## src/rtl/fetch_queue.sv

```systemverilog
// Fetch-block buffer between the PC-driven fetch stage and decode.
// In-order circular queue with a wrap-bit pointer pair, stall back-pressure and flush.
module fetch_queue #(
  parameter int DEPTH       = 4,
  parameter int SKID        = 1,
  parameter int PC_WIDTH    = 32,
  parameter int BLOCK_WIDTH = 64
) (
  input  logic                     i_clk,
  input  logic                     i_rst,
  input  logic                     i_flush,
  input  logic                     i_valid,
  input  logic [PC_WIDTH-1:0]      i_pc,
  input  logic [BLOCK_WIDTH-1:0]   i_data,
  output logic                     o_stall,
  output logic                     o_valid,
  output logic [PC_WIDTH-1:0]      o_pc,
  output logic [BLOCK_WIDTH-1:0]   o_data,
  input  logic                     i_ready,
  output logic [$clog2(DEPTH):0]   o_count,
  output logic                     o_overflow
);

  localparam int AW = $clog2(DEPTH);
  localparam int PW = AW + 1;
  localparam int EW = PC_WIDTH + BLOCK_WIDTH;
  localparam logic [PW-1:0] STALL_TH = PW'(DEPTH - SKID);

  logic [PW-1:0] r_head;
  logic [PW-1:0] r_tail;
  logic          r_overflow;
  logic [EW-1:0] r_mem [DEPTH];

  logic [PW-1:0] w_count;
  logic          w_empty;
  logic          w_full;
  logic          w_deq;
  logic          w_enq;
  logic [EW-1:0] w_head_entry;

  assign w_count = r_tail - r_head;
  assign w_empty = (r_head == r_tail);
  assign w_full  = (r_head[AW-1:0] == r_tail[AW-1:0]) && (r_head[AW] != r_tail[AW]);
  assign w_deq   = ~w_empty & i_ready;
  assign w_enq   = i_valid & (~w_full | w_deq);

  // Control state: pointers and the sticky overflow flag.
  always_ff @(posedge i_clk) begin
    if (i_rst) begin
      r_head     <= '0;
      r_tail     <= '0;
      r_overflow <= 1'b0;
    end else begin
      if (i_valid && w_full && !w_deq)
        r_overflow <= 1'b1;
      if (i_flush) begin
        r_head <= '0;
        r_tail <= '0;
      end else begin
        if (w_deq) r_head <= r_head + PW'(1);
        if (w_enq) r_tail <= r_tail + PW'(1);
      end
    end
  end

  // Storage is data only; entries beyond the pointers are never observed.
  always_ff @(posedge i_clk) begin
    if (w_enq && !i_flush && !i_rst)
      r_mem[r_tail[AW-1:0]] <= {i_pc, i_data};
  end

  assign w_head_entry = r_mem[r_head[AW-1:0]];

  assign o_valid    = ~w_empty;
  assign o_pc       = w_head_entry[EW-1:BLOCK_WIDTH];
  assign o_data     = w_head_entry[BLOCK_WIDTH-1:0];
  assign o_count    = w_count;
  assign o_stall    = (w_count >= STALL_TH);
  assign o_overflow = r_overflow;

endmodule

```

## config.mk

```make
export PLATFORM = sky130hd
export DESIGN_NAME = fetch_queue
export DESIGN_NICKNAME = d
export VERILOG_FILES = /design/src/rtl/fetch_queue.sv
export SDC_FILE = /design/constraint.sdc
export NUM_CORES = 1
export LEC_CHECK = 0
export ABC_AREA = 1
export BUFFER_PORTS_ARGS = -buffer_cell sky130_fd_sc_hd__clkbuf_2
export CORE_ASPECT_RATIO = 2
export CORE_MARGIN = 2
export CORE_UTILIZATION = 45
export DETAILED_ROUTE_END_ITERATION = 6
export PLACE_DENSITY = 0.67
export SLEW_MARGIN = 5
export SYNTH_ARGS = -nofsm -noshare
export SYNTH_HDL_FRONTEND = slang
export SYNTH_SLANG_ARGS = --single-unit
```

## constraint.sdc

```tcl
create_clock -name i_clk -period 5.42 [get_ports i_clk]
set_input_delay 0.271 -clock i_clk [delete_from_list [all_inputs] [get_ports i_clk]]
set_output_delay 0.271 -clock i_clk [all_outputs]
set_load 0.05 [all_outputs]
```

==> results of run 1 <==
## kinds of logic (layout without fill, tap and decap cells)
kind of cell	Yosys count	in the layout	synth area share (%)
AO/OA/AOI/OAI	296	296	10.81
XOR/XNOR	3	3	0.1774
adder cells (fa/ha/maj)	8	8	0.7265
buffers and inverters	79	388	3.506
flip-flops	393	393	79.07
other	0	2	0
AND/OR/NAND/NOR	222	222	5.702
## registers in the layout, summed over array words and instances (netlist names), named ones only
name,count
o_overflow,1
r_head,3
r_mem,384
r_tail,3
## where the power goes
part | switching (mW) | total, mW | internal (mW)
Combinational | 0.247 | 0.363 | 0.116
Clock | 1.01 | 2.39 | 1.38
Sequential | 0.00988 | 3.37 | 3.36
## what timing repair did
action                                 in CTS  in global routing
endpoints found under the hold margin     376                  0
setup endpoints to repair                   0                  0
hold buffers                               96                  0
## metrics by stage
stage	cell area, um^2	setup slack [ns]
after detailed placement	16090	2.180
final	18150	2.058
after global routing	18150	1.818
after floorplan	14810	-0.2528
after CTS	18140	1.962
after global placement	16090	2.229
## routing by layer
metal,part of all wire [%],vias to the layer above,track usage [%]
li1,-,4334,-
met1,38,4597,21.85
met2,54,278,34.38
met3,4.6,67,2.720
met4,3.4,0,8.005
met5,0,-,0
## worst max-delay path, delay by kind of cell (launching register included)
kind	cells	cell delay, ns
buf+inv	3	1.61
flops	1	0.53
compound gates	2	0.37
## worst max path at each step
stage                    from            to  depth (start not counted)
global placement    r_tail[0]  r_mem[0][34]                          8
finish               register    o_data[13]                          5
floorplan           r_tail[0]   r_mem[0][0]                          7
CTS                  register    o_data[13]                          5
detailed placement  r_tail[0]  r_mem[0][56]                          8
global route         register    o_data[13]                          5
## final cells by class
class / instances / share of cell area (%)
flip-flops and latches: 393 / 64.58
multi-input cells: 529 / 14.38
repair buffers: 312 / 11.65
clock buffers: 46 / 5.288
well taps: 432 / 2.978
clock inverters: 13 / 0.7102
inverters: 17 / 0.3861
diodes: 2 / 0.02758
## cells in the final DEF, fill, tap and decap left out, types with 7 or more instances in the layout
cell / instances
sky130_fd_sc_hd__clkbuf_2: 202
sky130_fd_sc_hd__ha_1: 7
sky130_fd_sc_hd__clkinv_1: 9
sky130_fd_sc_hd__clkbuf_16: 37
sky130_fd_sc_hd__nand3_1: 9
sky130_fd_sc_hd__nand2_1: 13
sky130_fd_sc_hd__dfxtp_1: 7
sky130_fd_sc_hd__buf_4: 11
sky130_fd_sc_hd__o21ai_0: 102
sky130_fd_sc_hd__o22ai_1: 96
sky130_fd_sc_hd__edfxtp_1: 384
sky130_fd_sc_hd__clkbuf_1: 9
sky130_fd_sc_hd__dlygate4sd3_1: 96
sky130_fd_sc_hd__a21oi_1: 7
sky130_fd_sc_hd__o21ai_1: 91
sky130_fd_sc_hd__nor2_1: 196
sky130_fd_sc_hd__inv_1: 15
==> results.py, run 1 <==
metrics = {
    "status": {
        "run_status": "finished with violations",
        "violations": "negative hold slack",
    },
    "sta": {
        "report.final.hold_viol_count": 4,
        "worst_slew_margin_rel_pct": 20.09,
        "worst-slew-pin-transition_ns": 1.196,
        "clock.fmax_mhz": 297.4,
        "final.setup_skew_ns": 0.01461,
        "final_setup_viols": 0,
        "slew_viol_final": 0,
        "grt_setup_unrepaired": "false",
        "final_period_minus_worst_setup_slack_ns": 3.362,
        "whs_ns": -0.004291,
        "timing.final.crit_share_pct": 62.04,
        "final_tns_setup_ns": 0,
    },
    "drt": {
        "drtAntennaViolNets": 0,
        "total_via_count_after_detailed_routing": 9276,
        "drt_first_pass_iters": 5,
        "detail_route.drc_violations": 0,
        "drt-initial-drc-count": 687,
        "post_drt_wl_per_cell_um": 19.08,
        "drt-total-wl_um": 33270,
        "routed_via_density": 5.319,
    },
    "clock_network": {
        "max-clock-path-buffers": 3,
        "tritoncts.num_buffers": 34,
        "tritoncts": "built",
        "clk_latency_ns": 0.52,
        "post_cts.repair.setup_buffers": 0,
        "clk_transition_reported_paths_ns": 0.06,
        "cts-htree-levels": 2,
        "clock-root-buffer": "sky130_fd_sc_hd__clkbuf_16",
        "clock_sinks": 393,
        "cts_resized": 0,
    },
    "power_and_ir_drop": {
        "power_density_nw_per_um2": 337.6,
        "power.static_leakage_nw": 6.399,
        "design_power_total_mw": 6.127,
        "vdd_drop_max_mv": 0.2320,
    },
    "placed_design": {
        "place_congestion": 0.7985,
        "io_buffer_count": 202,
        "dp.cells": 1587,
        "hpwl_um": 18620,
    },
    "global_route": {
        "grt_pass1_vias": 9288,
        "global_route.usage.total_pct": 18.74,
        "grt_pass1_wl_um": 50070,
        "grt_antenna_before_repair": 2,
        "globalRoute.totalOverflow": 0,
        "pin_count_of_the_biggest_net_entering_global_routing": 144,
    },
    "setup_path": {
        "timing.reg2reg.setup_slack_ns": 2.20,
        "critical-path-slowest-cell": "sky130_fd_sc_hd__inv_6",
        "critical_path_class": "register to primary output",
        "setup.worst_path.start_class": "register",
        "timing.rr.start": "r_tail[0]",
        "rr_endpoint": "r_mem[0][24]",
        "critPathCaptureType": "primary output",
        "critPathMaxStageDelay_ns": 0.85,
        "worst-endpoint-arrival_ns": 3.09,
        "critical_path_required_ns": 5.15,
        "timing.reg2reg.worst_path_depth": 8,
        "worst-path-max-fanout": 143,
        "cp_cell_sequence": "inv_6 > buf_4 > o21ai_1 > o22ai_1 > clkbuf_2",
    },
    "run": {
        "maxCapViolations": 0,
    },
    "floorplan": {
        "fp.dieH_um": 260.6,
        "floorplan.initialDensity_pct": 45.30,
        "coreArea_um2": 32700,
        "io-pin-count": 203,
        "rows": 94,
        "total_die_area_um2": 34470,
        "floorplan.die.width_um": 132.3,
    },
    "final_layout": {
        "multi_input_gate_area_in_the_final_layout_um2": 2610,
        "layout.cells.non_filler": 1744,
        "design.final.nets": 1396,
        "fraction_of_layout_cells_with_a_size_suffix_above_1_pct": 20.23,
        "core_occupancy_in_the_finished_layout_pct": 55.50,
        "nFillCells": 2686,
        "sequential_cell_area_um2": 11720,
        "area_delta_synth_final_pct": 22.53,
    },
    "synth": {
        "synth.yosys.seq_area_share_pct": 79.07,
        "syn_warnings": 0,
        "top_cell_types_by_occurrence_after_synthesis": "384 x sky130_fd_sc_hd__edfxtp_1, 200 x sky130_fd_sc_hd__nor2_1, 102 x sky130_fd_sc_hd__o21ai_0",
        "most_numerous_cell_in_the_yosys_netlist": "sky130_fd_sc_hd__edfxtp_1",
        "yosys.area.top_type_share_pct": 77.86,
        "yosys_register_bits": 393,
        "netlist-cell-type-count": 20,
        "ys_dominant_reg_cell": "sky130_fd_sc_hd__edfxtp_1",
        "number_of_enable_flip_flop_cells_after_synthesis": 384,
        "synth_async_sr_flop_share_pct": 0,
        "synthesis.area_per_instance_um2": 14.80,
        "synth_top_cells_by_area": "sky130_fd_sc_hd__edfxtp_1 78%, sky130_fd_sc_hd__nor2_1 5.1%, sky130_fd_sc_hd__o22ai_1 4.1%, sky130_fd_sc_hd__o21ai_0 3.4%, sky130_fd_sc_hd__o21ai_1 3.1%",
        "syn_inst": 1001,
        "post_synth_net_total": 1110,
        "synth_area_um2": 14810,
        "synth_top_cell_by_area": "sky130_fd_sc_hd__edfxtp_1",
    },
    "min_path": {
        "timing.hold.worst.start": "i_data[59]",
        "hold_depth": 1,
        "hold_path.class": "primary input to register",
        "hold_critical_path_endpoint": "r_mem[3][59]",
    },
}
Power figures use the tool's default switching activity.
==> inputs of run 2 (changes only) <==
- PLACE_DENSITY: 0.67 -> default
- clock period: 5.42 -> 3.3 ns (I/O delays scaled with it)
==> results.py, run 2 (synthesis gave the netlist of run 1 again) <==
metrics = {
    "setup_path": {
        "critical_path_class": "register to primary output",
        "critical-path-slowest-cell": "sky130_fd_sc_hd__dfxtp_4",
        "setup.worst_path.start_class": "register",
        "timing.rr.start": "r_tail[0]",
        "critPathMaxStageDelay_ns": 0.49,
        "cp_cell_sequence": "inv_2 > buf_4 > o21ai_1 > o22ai_1 > clkbuf_2",
        "critical_path_required_ns": 3.13,
        "critical_path.n_buffers_inverters": 3,
        "timing.reg2reg.setup_slack_ns": 0.87,
        "rr_endpoint": "r_mem[3][71]",
        "worst-endpoint-arrival_ns": 2.45,
        "cp_top_family": "buffers and inverters",
        "timing.reg2reg.worst_path_depth": 8,
        "worst-path-max-fanout": 39,
        "critPathCaptureType": "primary output",
    },
    "sta": {
        "report.final.hold_viol_count": 0,
        "worst-slew-pin-transition_ns": 0.6433,
        "grt_setup_unrepaired": "false",
        "worst_slew_margin_rel_pct": 57.11,
        "final_setup_viols": 0,
        "timing.final.crit_share_pct": 79.17,
        "final_period_minus_worst_setup_slack_ns": 2.613,
        "final_tns_setup_ns": 0,
        "slew_viol_final": 0,
        "post_route_setup_slack_ns": 0.6874,
        "final.setup_skew_ns": 0.01700,
        "clock.fmax_mhz": 382.8,
    },
    "clock_network": {
        "post_cts.repair.setup_buffers": 0,
        "tritoncts.num_buffers": 35,
        "clock-root-buffer": "sky130_fd_sc_hd__clkbuf_16",
        "cts_resized": 0,
        "max-clock-path-buffers": 3,
        "holdBufCountCts": 101,
        "clk_latency_ns": 0.52,
        "clk_transition_reported_paths_ns": 0.06,
        "clock_sinks": 393,
        "cts-htree-levels": 2,
        "tritoncts": "built",
    },
    "drt": {
        "post_drt_wl_per_cell_um": 19.43,
        "drt-initial-drc-count": 627,
        "drt_first_pass_iters": 7,
        "total_via_count_after_detailed_routing": 9265,
        "drt-total-wl_um": 34140,
        "detail_route.drc_violations": 0,
        "drtAntennaViolNets": 0,
        "routed_via_density": 5.273,
    },
    "final_layout": {
        "core_occupancy_in_the_finished_layout_pct": 55.97,
        "layout_common_cells": "384 x sky130_fd_sc_hd__edfxtp_1, 202 x sky130_fd_sc_hd__clkbuf_2, 196 x sky130_fd_sc_hd__nor2_1",
        "design.final.nets": 1406,
        "fraction_of_layout_cells_with_a_size_suffix_above_1_pct": 20.80,
        "area_delta_synth_final_pct": 23.55,
        "multi_input_gate_area_in_the_final_layout_um2": 2610,
        "largest_register_ffs": 384,
        "sequential_cell_area_um2": 11720,
        "layout.cells.non_filler": 1757,
        "nFillCells": 2716,
        "layout.cells.most_common": "sky130_fd_sc_hd__edfxtp_1",
        "final_area_um2": 18300,
    },
    "floorplan": {
        "coreArea_um2": 32700,
        "floorplan.initialDensity_pct": 45.30,
        "io-pin-count": 203,
        "fp.dieH_um": 260.6,
        "total_die_area_um2": 34470,
        "rows": 94,
        "floorplan.die.width_um": 132.3,
    },
    "power_and_ir_drop": {
        "power_density_nw_per_um2": 542.1,
        "power.static_leakage_nw": 6.459,
        "vdd_drop_max_mv": 0.3704,
    },
    "placed_design": {
        "preCtsSetupSlack_ns": 0.8804,
        "place_area_um2": 16230,
        "io_buffer_count": 202,
        "hpwl_um": 19810,
        "place_congestion": 0.7857,
        "dp.cells": 1591,
    },
    "min_path": {
        "hold_critical_path_endpoint": "r_mem[1][12]",
        "timing.hold.worst.start": "i_data[12]",
        "hold_path.class": "primary input to register",
        "hold_depth": 2,
    },
    "run": {
        "maxCapViolations": 0,
    },
    "global_route": {
        "grt_pass1_wl_um": 51430,
        "grt_antenna_before_repair": 3,
        "global_route.usage.total_pct": 19.40,
        "grt_pass1_vias": 9464,
        "pin_count_of_the_biggest_net_entering_global_routing": 127,
        "globalRoute.totalOverflow": 0,
    },
    "status": {
        "run_status": "complete, no violations",
    },
}
==> run 2: cell count changes in the layout (fill, tap and decap cells not counted), sizes merged <==
cell,change
inv,+4
clkbuf,-5
diode,+1
clkinv,+6
dlygate4sd3,+5
bufinv,-3
clkinvlp,+1
buf,+4
==> run 2: final cells by class <==
cell class | count | share of cell area [%]
well taps | 432 | 2.954
clock buffers | 41 | 5.142
diodes | 3 | 0.04103
flip-flops and latches | 393 | 64.04
multi-input cells | 529 | 14.26
repair buffers | 321 | 12.61
clock inverters | 21 | 0.5744
inverters | 17 | 0.3761
==> run 2: worst max path at each step <==
stage          depth (start not counted)      endpoint
2_1_floorplan                          7   r_mem[0][0]
3_3_place_gp                           8  r_mem[0][54]
3_5_place_dp                           8  r_mem[3][77]
4_1_cts                                5    o_data[41]
5_1_grt                                5      o_pc[25]
6_report                               5      o_pc[19]
==> run 2: per-layer routing <==
layer | vias to the layer above | part of all wire [%] | track usage, %
met2 | 254 | 54 | 36.20
met5 | - | 0 | 0
met1 | 4580 | 38 | 21.93
met3 | 68 | 4.1 | 2.778
met4 | 0 | 3.7 | 8.632
li1 | 4363 | - | -
==> run 2: worst register-to-register path, stage by stage (launching register included) <==
cell and delay (ns):
sky130_fd_sc_hd__dfxtp_1 0.38, sky130_fd_sc_hd__inv_1 0.11, sky130_fd_sc_hd__ha_1 0.33, sky130_fd_sc_hd__nand2_1 0.09
sky130_fd_sc_hd__nor2_1 0.05, sky130_fd_sc_hd__nand2_1 0.14, sky130_fd_sc_hd__nand3_1 0.33, sky130_fd_sc_hd__nor2_4 0.27
sky130_fd_sc_hd__buf_12 0.35
==> run 2: report_power, final <==
part           leakage, nW  internal [mW]  switching [mW]
combinational         2.40          0.197           0.413
clock                0.515           2.05            1.72
sequential            3.54           5.52          0.0128
==> run 2: per-stage QoR <==
step                hold slack [ns]  power [mW]
global placement             0.3453       6.152
floorplan                    0.2341       5.960
detailed placement           0.3539       6.161
CTS                          0.3772       10.01
finish                       0.4001       9.920
global route                 0.3935       10.21
==> inputs of run 3 (changes only) <==
- PLACE_DENSITY: default -> 0.67
- clock period: 3.3 -> 2.3 ns (I/O delays scaled with it)
==> results.py, run 3 (synthesis gave the netlist of run 1 again) <==
metrics = {
    "status": {
        "run_status": "complete, no violations",
    },
    "clock_network": {
        "clk_transition_reported_paths_ns": 0.07,
        "max-clock-path-buffers": 3,
        "tritoncts": "built",
        "clock-root-buffer": "sky130_fd_sc_hd__clkbuf_16",
        "clk_latency_ns": 0.53,
        "cts-htree-levels": 2,
        "clock_sinks": 393,
        "tritoncts.num_buffers": 34,
    },
    "placed_design": {
        "place_congestion": 0.8116,
        "io_buffer_count": 202,
        "dp.cells": 1603,
        "hpwl_um": 20740,
        "preCtsSetupSlack_ns": 0.3000,
    },
    "power_and_ir_drop": {
        "power.share.switching_pct": 20.98,
        "vdd_drop_max_mv": 0.5118,
        "p_seq_share_pct": 52.7,
        "power_density_nw_per_um2": 799.3,
        "pwr-share-comb_pct": 6.1,
        "design_power_total_mw": 15.08,
        "power.static_leakage_nw": 6.679,
        "cell_internal_pwr_mw": 11.92,
        "total_switching_power_mw": 3.163,
        "power.share.clock_pct": 41.2,
    },
    "setup_path": {
        "critPathCaptureType": "primary output",
        "timing.rr.start": "r_head[0]",
        "worst-endpoint-arrival_ns": 2.16,
        "cp_top_family": "buffers and inverters",
        "critical_path.n_buffers_inverters": 2,
        "critical-path-slowest-cell": "sky130_fd_sc_hd__dfxtp_4",
        "rr_endpoint": "r_mem[1][76]",
        "timing.reg2reg.worst_path_depth": 7,
        "timing.reg2reg.setup_slack_ns": 0.25,
        "critical_path_class": "register to primary output",
        "critical_path_required_ns": 2.18,
        "setup.worst_path.start_class": "register",
        "critPathMaxStageDelay_ns": 0.42,
        "worst-path-max-fanout": 84,
        "cp_cell_sequence": "buf_12 > o21ai_0 > o22ai_1 > clkbuf_2",
    },
    "global_route": {
        "grt_pass1_wl_um": 52300,
        "grt_antenna_before_repair": 2,
        "global_route.usage.total_pct": 19.79,
        "grt_pass1_vias": 9747,
        "globalRoute.totalOverflow": 0,
        "pin_count_of_the_biggest_net_entering_global_routing": 85,
    },
    "drt": {
        "drt-initial-drc-count": 667,
        "drt_first_pass_iters": 4,
        "drtAntennaViolNets": 0,
        "detailroute.wirelength.met3_um": 1390,
        "routed-wl-met2_um": 18870,
        "routed_via_density": 5.298,
        "m1WireLength_um": 12920,
        "top_layer": "met4",
        "detail_route.drc_violations": 0,
        "drt-total-wl_um": 34570,
        "post_drt_wl_per_cell_um": 19.56,
        "total_via_count_after_detailed_routing": 9367,
    },
    "sta": {
        "final_period_minus_worst_setup_slack_ns": 2.275,
        "timing.final.crit_share_pct": 98.89,
        "whs_ns": 0.3452,
        "clock.fmax_mhz": 439.6,
        "report.final.hold_viol_count": 0,
        "slew_viol_final": 0,
        "final_setup_viols": 0,
        "worst_slew_margin_rel_pct": 70.97,
        "grt_setup_unrepaired": "true",
        "post_route_setup_slack_ns": 0.02542,
        "worst-slew-pin-transition_ns": 0.4419,
        "final.setup_skew_ns": 0.02007,
    },
    "final_layout": {
        "layout.cells.non_filler": 1768,
        "fraction_of_layout_cells_with_a_size_suffix_above_1_pct": 23.09,
        "multi_input_gate_area_in_the_final_layout_um2": 2653,
        "design.final.nets": 1417,
        "area_delta_synth_final_pct": 27.37,
        "layout_common_cells": "384 x sky130_fd_sc_hd__edfxtp_1, 195 x sky130_fd_sc_hd__nor2_1, 189 x sky130_fd_sc_hd__clkbuf_2",
        "sequential_cell_area_um2": 11720,
        "core_occupancy_in_the_finished_layout_pct": 57.70,
        "nFillCells": 2616,
        "largest_register_ffs": 384,
        "layout.cells.most_common": "sky130_fd_sc_hd__edfxtp_1",
    },
    "min_path": {
        "hold_critical_path_endpoint": "r_mem[3][26]",
        "timing.hold.worst.start": "i_data[26]",
        "hold_path.class": "primary input to register",
        "hold_depth": 2,
    },
    "floorplan": {
        "total_die_area_um2": 34470,
        "floorplan.die.width_um": 132.3,
        "floorplan.initialDensity_pct": 45.30,
        "fp.dieH_um": 260.6,
        "rows": 94,
        "io-pin-count": 203,
        "coreArea_um2": 32700,
    },
    "run": {
        "maxCapViolations": 0,
    },
}
run 3: cell types whose count changed in the layout (fill, tap and decap cells not counted), moves of 3 or more:
cell / previous run / this run
sky130_fd_sc_hd__clkbuf_2: 202 / 189
sky130_fd_sc_hd__clkinvlp_4: 1 / 7
sky130_fd_sc_hd__bufinv_16: 0 / 7
sky130_fd_sc_hd__inv_6: 4 / 1
sky130_fd_sc_hd__clkinv_1: 11 / 1
sky130_fd_sc_hd__dfxtp_2: 0 / 3
sky130_fd_sc_hd__buf_12: 12 / 28
sky130_fd_sc_hd__buf_4: 6 / 9
run 3: worst max-delay path by stage:
stage,start,end,slack (ns),cells after the start
after floorplan,r_head[1],r_mem[0][0],-0.60,7
after global placement,r_head[1],r_mem[1][30],0.29,8
after detailed placement,r_head[0],r_mem[1][27],0.30,7
after CTS,r_tail[1],o_stall,0.01,6
after global routing,register,o_data[0],-0.009,4
final,register,o_data[0],0.03,4
run 3: power groups by stage:
stage               combinational [mW]  sequential, mW  clock, mW
floorplan                        0.451            8.10          0
global placement                 0.759            8.10          0
detailed placement               0.776            8.10          0
CTS                              0.925            7.94       6.33
global route                     0.974            7.94       6.57
finish                           0.917            7.94       6.22
run 3: area by class of cell:
type	instances	area share, %
Multi-Input combinational cell	529	14.06
Timing Repair Buffer	333	13.96
Clock inverter	23	1.764
Clock buffer	39	4.829
Sequential cell	393	62.12
Inverter	17	0.3781
Tap cell	432	2.865
Antenna cell	2	0.02653
run 3: repair_timing:
action                                 4_1_cts  5_1_grt
gates resized for setup                      7        5
setup endpoints to repair                   10        5
endpoints found under the hold margin      393        0
buffers inserted                             0        0
hold buffers                               101        0
run 3: through the flow:
stage	area (um^2)	TNS, ns
detailed placement	16570	0
global placement	16570	0
global route	18860	-0.01427
CTS	18860	0
floorplan	14870	-225.67
finish	18860	0
run 3: metal layers:
layer,track usage (%),vias to the layer above
met2,37.21,251
met1,21.84,4649
li1,-,4386
met3,3.050,81
met4,9.110,0
met5,0,-
